File: src/rtl/stream_extrema_tracker.sv
`default_nettype none
// ============================================================================
// Module      : stream_extrema_tracker
// Description : Tracks per-frame maximum and minimum of a valid/ready sample
//               stream, with the index of the first occurrence of each, and
//               emits one registered result record per frame.
// Revision    : 1.0 - initial release
// ============================================================================
module stream_extrema_tracker #(
    parameter int WIDTH     = 8,
    parameter int FRAME_LEN = 16,
    parameter int SIGNED    = 0,
    localparam int c_IW     = $clog2(FRAME_LEN)
) (
    input  logic             clk,
    input  logic             rst,
    input  logic             in_valid,
    output logic             in_ready,
    input  logic [WIDTH-1:0] in_data,
    input  logic             in_last,
    input  logic             flush,
    output logic             out_valid,
    input  logic             out_ready,
    output logic [WIDTH-1:0] out_max,
    output logic [WIDTH-1:0] out_min,
    output logic [c_IW-1:0]  out_max_idx,
    output logic [c_IW-1:0]  out_min_idx,
    output logic [c_IW:0]    out_count
);

    localparam logic [1:0]  S_IDLE  = 2'd0;
    localparam logic [1:0]  S_ACCUM = 2'd1;
    localparam logic [1:0]  S_HOLD  = 2'd2;
    localparam logic [c_IW:0] c_FULL = (c_IW + 1)'(FRAME_LEN);

    logic [1:0]       r_state;
    logic [WIDTH-1:0] r_max;
    logic [WIDTH-1:0] r_min;
    logic [c_IW-1:0]  r_max_idx;
    logic [c_IW-1:0]  r_min_idx;
    logic [c_IW:0]    r_count;

    logic             r_out_valid;
    logic [WIDTH-1:0] r_out_max;
    logic [WIDTH-1:0] r_out_min;
    logic [c_IW-1:0]  r_out_max_idx;
    logic [c_IW-1:0]  r_out_min_idx;
    logic [c_IW:0]    r_out_count;

    logic             w_accept;
    logic             w_gt;
    logic             w_lt;
    logic             w_close;
    logic [WIDTH-1:0] w_nxt_max;
    logic [WIDTH-1:0] w_nxt_min;
    logic [c_IW-1:0]  w_nxt_max_idx;
    logic [c_IW-1:0]  w_nxt_min_idx;
    logic [c_IW:0]    w_nxt_count;

    // No samples are taken while a record is pending or during reset.
    assign in_ready = !rst && !r_out_valid;
    assign w_accept = in_valid && in_ready;

    // Strict comparisons against the running extrema; ties keep the first index.
    if (SIGNED != 0) begin : g_signed
        assign w_gt = $signed(in_data) > $signed(r_max);
        assign w_lt = $signed(in_data) < $signed(r_min);
    end else begin : g_unsigned
        assign w_gt = in_data > r_max;
        assign w_lt = in_data < r_min;
    end

    // Accumulator values including the current sample when one is accepted.
    always_comb begin
        w_nxt_max     = r_max;
        w_nxt_min     = r_min;
        w_nxt_max_idx = r_max_idx;
        w_nxt_min_idx = r_min_idx;
        w_nxt_count   = r_count;
        if (w_accept) begin
            if (r_state == S_IDLE) begin
                w_nxt_max     = in_data;
                w_nxt_min     = in_data;
                w_nxt_max_idx = '0;
                w_nxt_min_idx = '0;
                w_nxt_count   = (c_IW + 1)'(1);
            end else begin
                if (w_gt) begin
                    w_nxt_max     = in_data;
                    w_nxt_max_idx = r_count[c_IW-1:0];
                end
                if (w_lt) begin
                    w_nxt_min     = in_data;
                    w_nxt_min_idx = r_count[c_IW-1:0];
                end
                w_nxt_count = r_count + 1'b1;
            end
        end
    end

    // A frame closes on last sample, full frame, or flush with data present.
    assign w_close = (w_accept && (in_last || (w_nxt_count == c_FULL))) ||
                     (flush && ((r_state == S_ACCUM) || w_accept));

    // Frame state machine: accumulate, latch the record, hold until taken.
    always_ff @(posedge clk) begin
        if (rst) begin
            r_state       <= S_IDLE;
            r_max         <= '0;
            r_min         <= '0;
            r_max_idx     <= '0;
            r_min_idx     <= '0;
            r_count       <= '0;
            r_out_valid   <= 1'b0;
            r_out_max     <= '0;
            r_out_min     <= '0;
            r_out_max_idx <= '0;
            r_out_min_idx <= '0;
            r_out_count   <= '0;
        end else begin
            case (r_state)
                S_HOLD: begin
                    if (out_ready) begin
                        r_out_valid <= 1'b0;
                        r_state     <= S_IDLE;
                    end
                end
                default: begin
                    if (w_close) begin
                        r_out_max     <= w_nxt_max;
                        r_out_min     <= w_nxt_min;
                        r_out_max_idx <= w_nxt_max_idx;
                        r_out_min_idx <= w_nxt_min_idx;
                        r_out_count   <= w_nxt_count;
                        r_out_valid   <= 1'b1;
                        r_count       <= '0;
                        r_state       <= S_HOLD;
                    end else if (w_accept) begin
                        r_max     <= w_nxt_max;
                        r_min     <= w_nxt_min;
                        r_max_idx <= w_nxt_max_idx;
                        r_min_idx <= w_nxt_min_idx;
                        r_count   <= w_nxt_count;
                        r_state   <= S_ACCUM;
                    end
                end
            endcase
        end
    end

    assign out_valid   = r_out_valid;
    assign out_max     = r_out_max;
    assign out_min     = r_out_min;
    assign out_max_idx = r_out_max_idx;
    assign out_min_idx = r_out_min_idx;
    assign out_count   = r_out_count;

endmodule
`default_nettype wire

File: config.mk
export PLATFORM = sky130hd
export DESIGN_NAME = stream_extrema_tracker
export DESIGN_NICKNAME = d
export VERILOG_FILES = /design/src/rtl/stream_extrema_tracker.sv
export SDC_FILE = /design/constraint.sdc
export NUM_CORES = 1
export LEC_CHECK = 0
export CORE_ASPECT_RATIO = 2
export CORE_UTILIZATION = 40
export DETAILED_ROUTE_END_ITERATION = 16
export GPL_ROUTABILITY_DRIVEN = 0
export GPL_TIMING_DRIVEN = 0
export SLEW_MARGIN = 20
export SYNTH_ARGS = -nofsm -noshare
export SYNTH_HDL_FRONTEND = slang
export SYNTH_SLANG_ARGS = --single-unit
File: constraint.sdc
create_clock -name clk -period 7.17 [get_ports clk]
set_input_delay 1.0755 -clock clk [delete_from_list [all_inputs] [get_ports clk]]
set_output_delay 1.0755 -clock clk [all_outputs]
set_load 0.02 [all_outputs]
==> impl_metrics.yaml, run 1 <==
min_path:
  min_from: "out_max_idx[0]"
  hold_end: "out_max_idx[0]"
  hold_path_depth: 1
  hold_path_class: "register to register"
setup_path:
  rr_endpoint: "out_min[4]"
  rr_startpoint: "r_min[2]"
  cp_max_fo: 10
  end_kind: "output port"
  required_ns: 6.09
  critPathLaunchType: "input port"
  setup.worst_path.class: "input port to output port"
  r2r_slack_ns: 4.35
  r2r_cells: 9
  cp.arrival_ns: 2.86
place:
  hpwl_mm: 7.094
  dpl_cell_area_um2: 3720
  io_buffers: 43
sta:
  tightest_slew_ns: 0.7993
  rsz0062_at_grt: "no"
  whs_ns: 0.4662
  setup_viol_count_final: 0
  setup_tns_ns: 0
  fin_skew_ns: 0.005470
  max-slew-margin-rel_pct: 45.87
  period_share_pct: 54.88
  max_clock_freq_ghz: 0.2541
  min_period_ns: 3.935
  finalHoldViolations: 0
  drv_slew: 0
power:
  switching_power_uw: 252.7
  netSwitchingFraction_pct: 25.84
  comb_power_share_pct: 15.0
  p_int_uw: 725.2
  fin_total_pwr_uw: 977.9
  p_per_area_nw_per_um2: 241.7
  clkPwrFrac_pct: 48.0
  seqPwrFrac_pct: 36.9
  p_leak_nw: 1.389
  ir_drop_uv: 165.5
clock_tree:
  clockRootBuffer: "clkbuf_16"
  cts_tree: "built"
  ctsHoldBuffers: 0
  clkTransAtPathRegs_ns: 0.05
  htreeDepth: 3
  cts-resized-gates: 0
  clockBufferDepth: 2
  clock_latency_ns: 0.33
  cts_buffers: 9
  cts_setup_buffers: 0
  cts.sinks: 61
synthesis:
  synth_simple_gate_area_share_pct: 14.67
  synth_compound_area_share_pct: 29.98
  ys_types: 52
  synth_seq_area_share_pct: 38.50
  yosys.area_share.xor_xnor_pct: 0
  ys_warn_count: 0
  synth-edff-count: 0
  synth_top_family_by_area: "compound AO/OA/AOI/OAI gates"
  synth_nets: 395
  syn_avg_cell_area_um2: 8.690
  synth_flop_cell: "dfxtp_1"
  synth_area_um2: 3172
  yosys_register_bits: 61
  async_reset_ff_share_pct: 0
  synth_cells: 365
  yosys.area_share.adder_pct: 6.312
  synth_mux_area_share_pct: 3.787
drt:
  dr.first_iter.drc_count: 208
  vias_per_cell: 5.842
  routed-via-count: 3026
  drcViolationCount: 0
  drt_pre_antenna_iters: 4
  wl_per_cell_um: 18.25
  ant_nets: 0
  wl_mm: 9.455
layout:
  drive_above_1_share_pct: 11.32
  stdcell_area_um2: 4045
  areaGrowthSynthToFinish_pct: 27.53
  final_common_cell: "dfxtp_1"
  antenna_cells: 0
  final_cell_mix: "dfxtp_1, a21oi_1, clkdlybuf4s50_1"
  fillers: 763
  fin_nets: 449
  fin_util_pct: 52.83
floorplan:
  rows: 45
  die_x_um: 64.97
  start_util_pct: 41.42
  fp.dieArea_um2: 8311
  core-area_um2: 7657
  die_h_um: 127.9
  ios: 45
run_status:
  status: "finished clean"
global_route:
  overflow: 0
  grt_max_degree: 12
  grtUsageTotal_pct: 24.65
  grt_pass1_wl_mm: 14.97
  first_global_vias: 2937
  antenna_found_initial: 0
flow_run:
  cap_violations: 0
-- area by class of cell --
cell class / count / area, um^2 / share of cell area [%]
Buffer: 28 / 142.6 / 3.526
Clock buffer: 10 / 239.0 / 5.908
Clock inverter: 6 / 86.33 / 2.134
Inverter: 19 / 71.32 / 1.763
Multi-Input combinational cell: 257 / 1737 / 42.93
Sequential cell: 61 / 1221 / 30.19
Tap cell: 94 / 117.6 / 2.908
Timing Repair Buffer: 43 / 430.4 / 10.64
-- critical path, stage by stage --
cell and delay, ns:
buf_2 0.19, buf_1 0.48, buf_1 0.47, nor2_1 0.08, clkdlybuf4s50_1 0.56
-- logic make-up after synthesis --
kind of cell    Yosys count
compound gates          138
fa+ha+maj                16
buf+inv                  47
flops                    61
mux                      12
simple gates             91
-- worst max-delay path by stage --
stage,from,end,slack (ns),cells after the start
after floorplan,rst,in_ready,4.12,4
after global placement,in_data[2],out_min[5],2.98,9
after detailed placement,in_data[2],out_min[4],2.97,9
after CTS,rst,in_ready,3.21,5
after global routing,in_data[2],out_min[4],3.12,9
final,rst,in_ready,3.24,5
-- state kept, by name, indices dropped and copies added, names as in the netlist --
register	cells
r_max_idx	4
r_max	8
out_valid	1
r_min	8
out_min	8
out_min_idx	4
r_state	2
out_max_idx	4
r_count	5
out_count	5
out_max	8
r_min_idx	4
-- cells in the mapped netlist (all sizes together) (2+ instances only) --
cell type / instances / area (um^2)
o211ai: 2 / 15.01
nand2: 26 / 97.59
mux2i: 12 / 120.1
nand4: 2 / 12.51
nor3: 5 / 40.04
and4: 2 / 17.52
dfxtp: 61 / 1221
a32o: 7 / 70.07
a31oi: 2 / 12.51
o21ai: 26 / 130.1
buf: 17 / 101.4
clkbuf: 11 / 41.29
a211oi: 15 / 112.6
or3: 2 / 12.51
a211o: 4 / 35.03
nor2: 21 / 88.84
ha: 16 / 200.2
inv: 18 / 67.56
o311ai: 2 / 25.03
a31o: 3 / 26.28
nand2b: 2 / 12.51
o2bb2ai: 5 / 50.04
and3: 2 / 12.51
a22oi: 8 / 60.06
a21oi: 47 / 242.7
nand3: 19 / 95.09
and2: 2 / 12.51
a311oi: 9 / 96.35
nor2b: 4 / 25.02
o221a: 2 / 22.52
-- power by group through the flow --
stage	Clock, mW	Sequential (mW)	Combinational, mW
finish	0.470	0.361	0.147
global route	0.492	0.363	0.159
CTS	0.475	0.361	0.148
detailed placement	0	0.368	0.147
global placement	0	0.368	0.146
floorplan	0	0.382	0.0725
-- through the flow --
stage               std cells  setup WS [ns]
finish                    518          3.235
global route              518          3.120
CTS                       518          3.212
detailed placement        502          2.968
global placement          502          2.978
floorplan                 365          4.117
-- layer usage --
layer  wire length (um)  track usage, %  vias to the layer above
met3                352           4.004                       19
li1                   -               -                     1465
met5                  0               0                        -
met1               3487           24.78                     1462
met2               5270           45.77                       80
met4                344           14.51                        0
No activity file was read; power rests on OpenSTA's default activity.
==> run 2: changes to the inputs <==
==> constraint.sdc (replaced) <==
create_clock -name clk -period 3.49 [get_ports clk]
set_input_delay 0.5235 -clock clk [delete_from_list [all_inputs] [get_ports clk]]
set_output_delay 0.5235 -clock clk [all_outputs]
set_load 0.02 [all_outputs]
==> impl_metrics.yaml, run 2 (same netlist as run 1, synthesis figures left out) <==
run_status:
  status: "finished clean"
clock_tree:
  cts_buffers: 9
  clock_latency_ns: 0.33
  cts_tree: "built"
  cts.sinks: 61
  clockRootBuffer: "clkbuf_16"
  cts_setup_buffers: 0
  clkTransAtPathRegs_ns: 0.05
  clockBufferDepth: 2
  htreeDepth: 3
sta:
  whs_ns: 0.4661
  setup_viol_count_final: 0
  drv_slew: 0
  fin_skew_ns: 0.005689
  max_clock_freq_ghz: 0.3057
  finalHoldViolations: 0
  rsz0062_at_grt: "no"
  setup_ws_ns: 0.2186
  period_share_pct: 93.74
  tightest_slew_ns: 0.9234
  max-slew-margin-rel_pct: 37.47
  min_period_ns: 3.271
global_route:
  grt_max_degree: 12
  antenna_found_initial: 0
  grtUsageTotal_pct: 24.63
  overflow: 0
  grt_pass1_wl_mm: 14.97
  first_global_vias: 2939
setup_path:
  worst_path_max_delay_cell: "o311ai_1"
  cp_max_fo: 10
  cp.arrival_ns: 3.52
  setup.worst_path.class: "input port to register"
  critPathLaunchType: "input port"
  required_ns: 3.74
  end_kind: "register"
  crit_chain: "clkdlybuf4s50_1, ha_1, a211o_1, a31oi_1, o311ai_1, a21o_1, clkbuf_1, a21oi_1, a211oi_1"
  cp_top_family: "compound AO/OA/AOI/OAI gates"
  max_stage_delay_ns: 0.77
  critPathBufInv: 2
drt:
  wl_per_cell_um: 18.20
  wl_mm: 9.428
  routed-via-count: 2989
  dr.first_iter.drc_count: 162
  drcViolationCount: 0
  vias_per_cell: 5.770
  drt_pre_antenna_iters: 6
  ant_nets: 0
layout:
  drive_above_1_share_pct: 11.56
  final_common_cell: "dfxtp_1"
  fin_util_pct: 52.88
  layout.cells.non_filler: 518
  final_cell_mix: "dfxtp_1, a21oi_1, clkdlybuf4s50_1"
  stdcell_area_um2: 4049
  areaGrowthSynthToFinish_pct: 27.65
  fillers: 761
  fin_nets: 449
  antenna_cells: 0
place:
  io_buffers: 43
  placedCellCount: 502
  dpl_cell_area_um2: 3720
  hpwl_mm: 7.094
  post-place-ws_ns: -0.1598
flow_run:
  cap_violations: 0
floorplan:
  ios: 45
  rows: 45
  core-area_um2: 7657
  die_x_um: 64.97
  die_h_um: 127.9
  fp.dieArea_um2: 8311
  start_util_pct: 41.42
min_path:
  hold_path_class: "register to register"
power:
  p_per_area_nw_per_um2: 495.2
  ir_drop_uv: 338.5
  p_leak_nw: 1.389
-- run 2: cell counts in the layout (fill, tap and decap cells not counted) --
Identical to the previous run, type by type.
-- run 2: timing repair --
item	in CTS	in global routing
setup endpoints to repair	0	1
hold endpoints to repair	0	0
gates resized for setup	0	1
hold buffers	0	0
-- run 2: final timing paths --
check / to / slack [ns] / cells after the start / from
setup / recovery: r_min_idx[3] / 0.22 / 9 / in_data[2]
hold reg to reg: out_max_idx[0] / 0.47 / 1 / out_max_idx[0]
setup reg to reg: r_min_idx[3] / 0.69 / 8 / r_min[7]
hold / removal: out_max_idx[0] / 0.47 / 1 / out_max_idx[0]
-- run 2: cell type report --
type | count | area, um^2 | area share (%)
Sequential cell | 61 | 1221 | 30.16
Buffer | 28 | 142.6 | 3.523
Clock buffer | 10 | 239.0 | 5.902
Timing Repair Buffer | 43 | 430.4 | 10.63
Multi-Input combinational cell | 257 | 1740 | 42.99
Clock inverter | 6 | 86.33 | 2.132
Tap cell | 94 | 117.6 | 2.905
Inverter | 19 | 71.32 | 1.761
-- run 2: metal layers --
| metal | up-vias | GRT usage (%) | wire, um |
|---|---|---|---|
| met5 | - | 0 | 0 |
| met4 | 0 | 14.90 | 202 |
| met3 | 12 | 4.093 | 273 |
| met2 | 70 | 45.59 | 5392 |
| met1 | 1438 | 24.67 | 3560 |
| li1 | 1469 | - | - |
-- run 2: per-stage QoR --
stage	setup TNS, ns	power (mW)
6_report	0	2.005
5_1_grt	0	2.084
4_1_cts	0	2.022
3_5_place_dp	-0.7272	1.059
3_3_place_gp	-0.8066	1.057
2_1_floorplan	0	0.9333
-- run 2: power by group --
| group | total, mW | internal [mW] | switching [mW] |
|---|---|---|---|
| registers | 0.742 | 0.725 | 0.0173 |
| logic | 0.302 | 0.123 | 0.179 |
| clock network | 0.961 | 0.642 | 0.319 |
==> run 3: changes to the inputs <==
--- a/config.mk
+++ b/config.mk
@@ -10,6 +10,7 @@
 export DETAILED_ROUTE_END_ITERATION = 16
 export GPL_ROUTABILITY_DRIVEN = 0
 export GPL_TIMING_DRIVEN = 0
+export SETUP_SLACK_MARGIN = 0.1
 export SLEW_MARGIN = 20
 export SYNTH_ARGS = -nofsm -noshare
 export SYNTH_HDL_FRONTEND = slang
==> results of run 3 <==
Same layout as run 2 (identical final DEF). Status: finished clean.
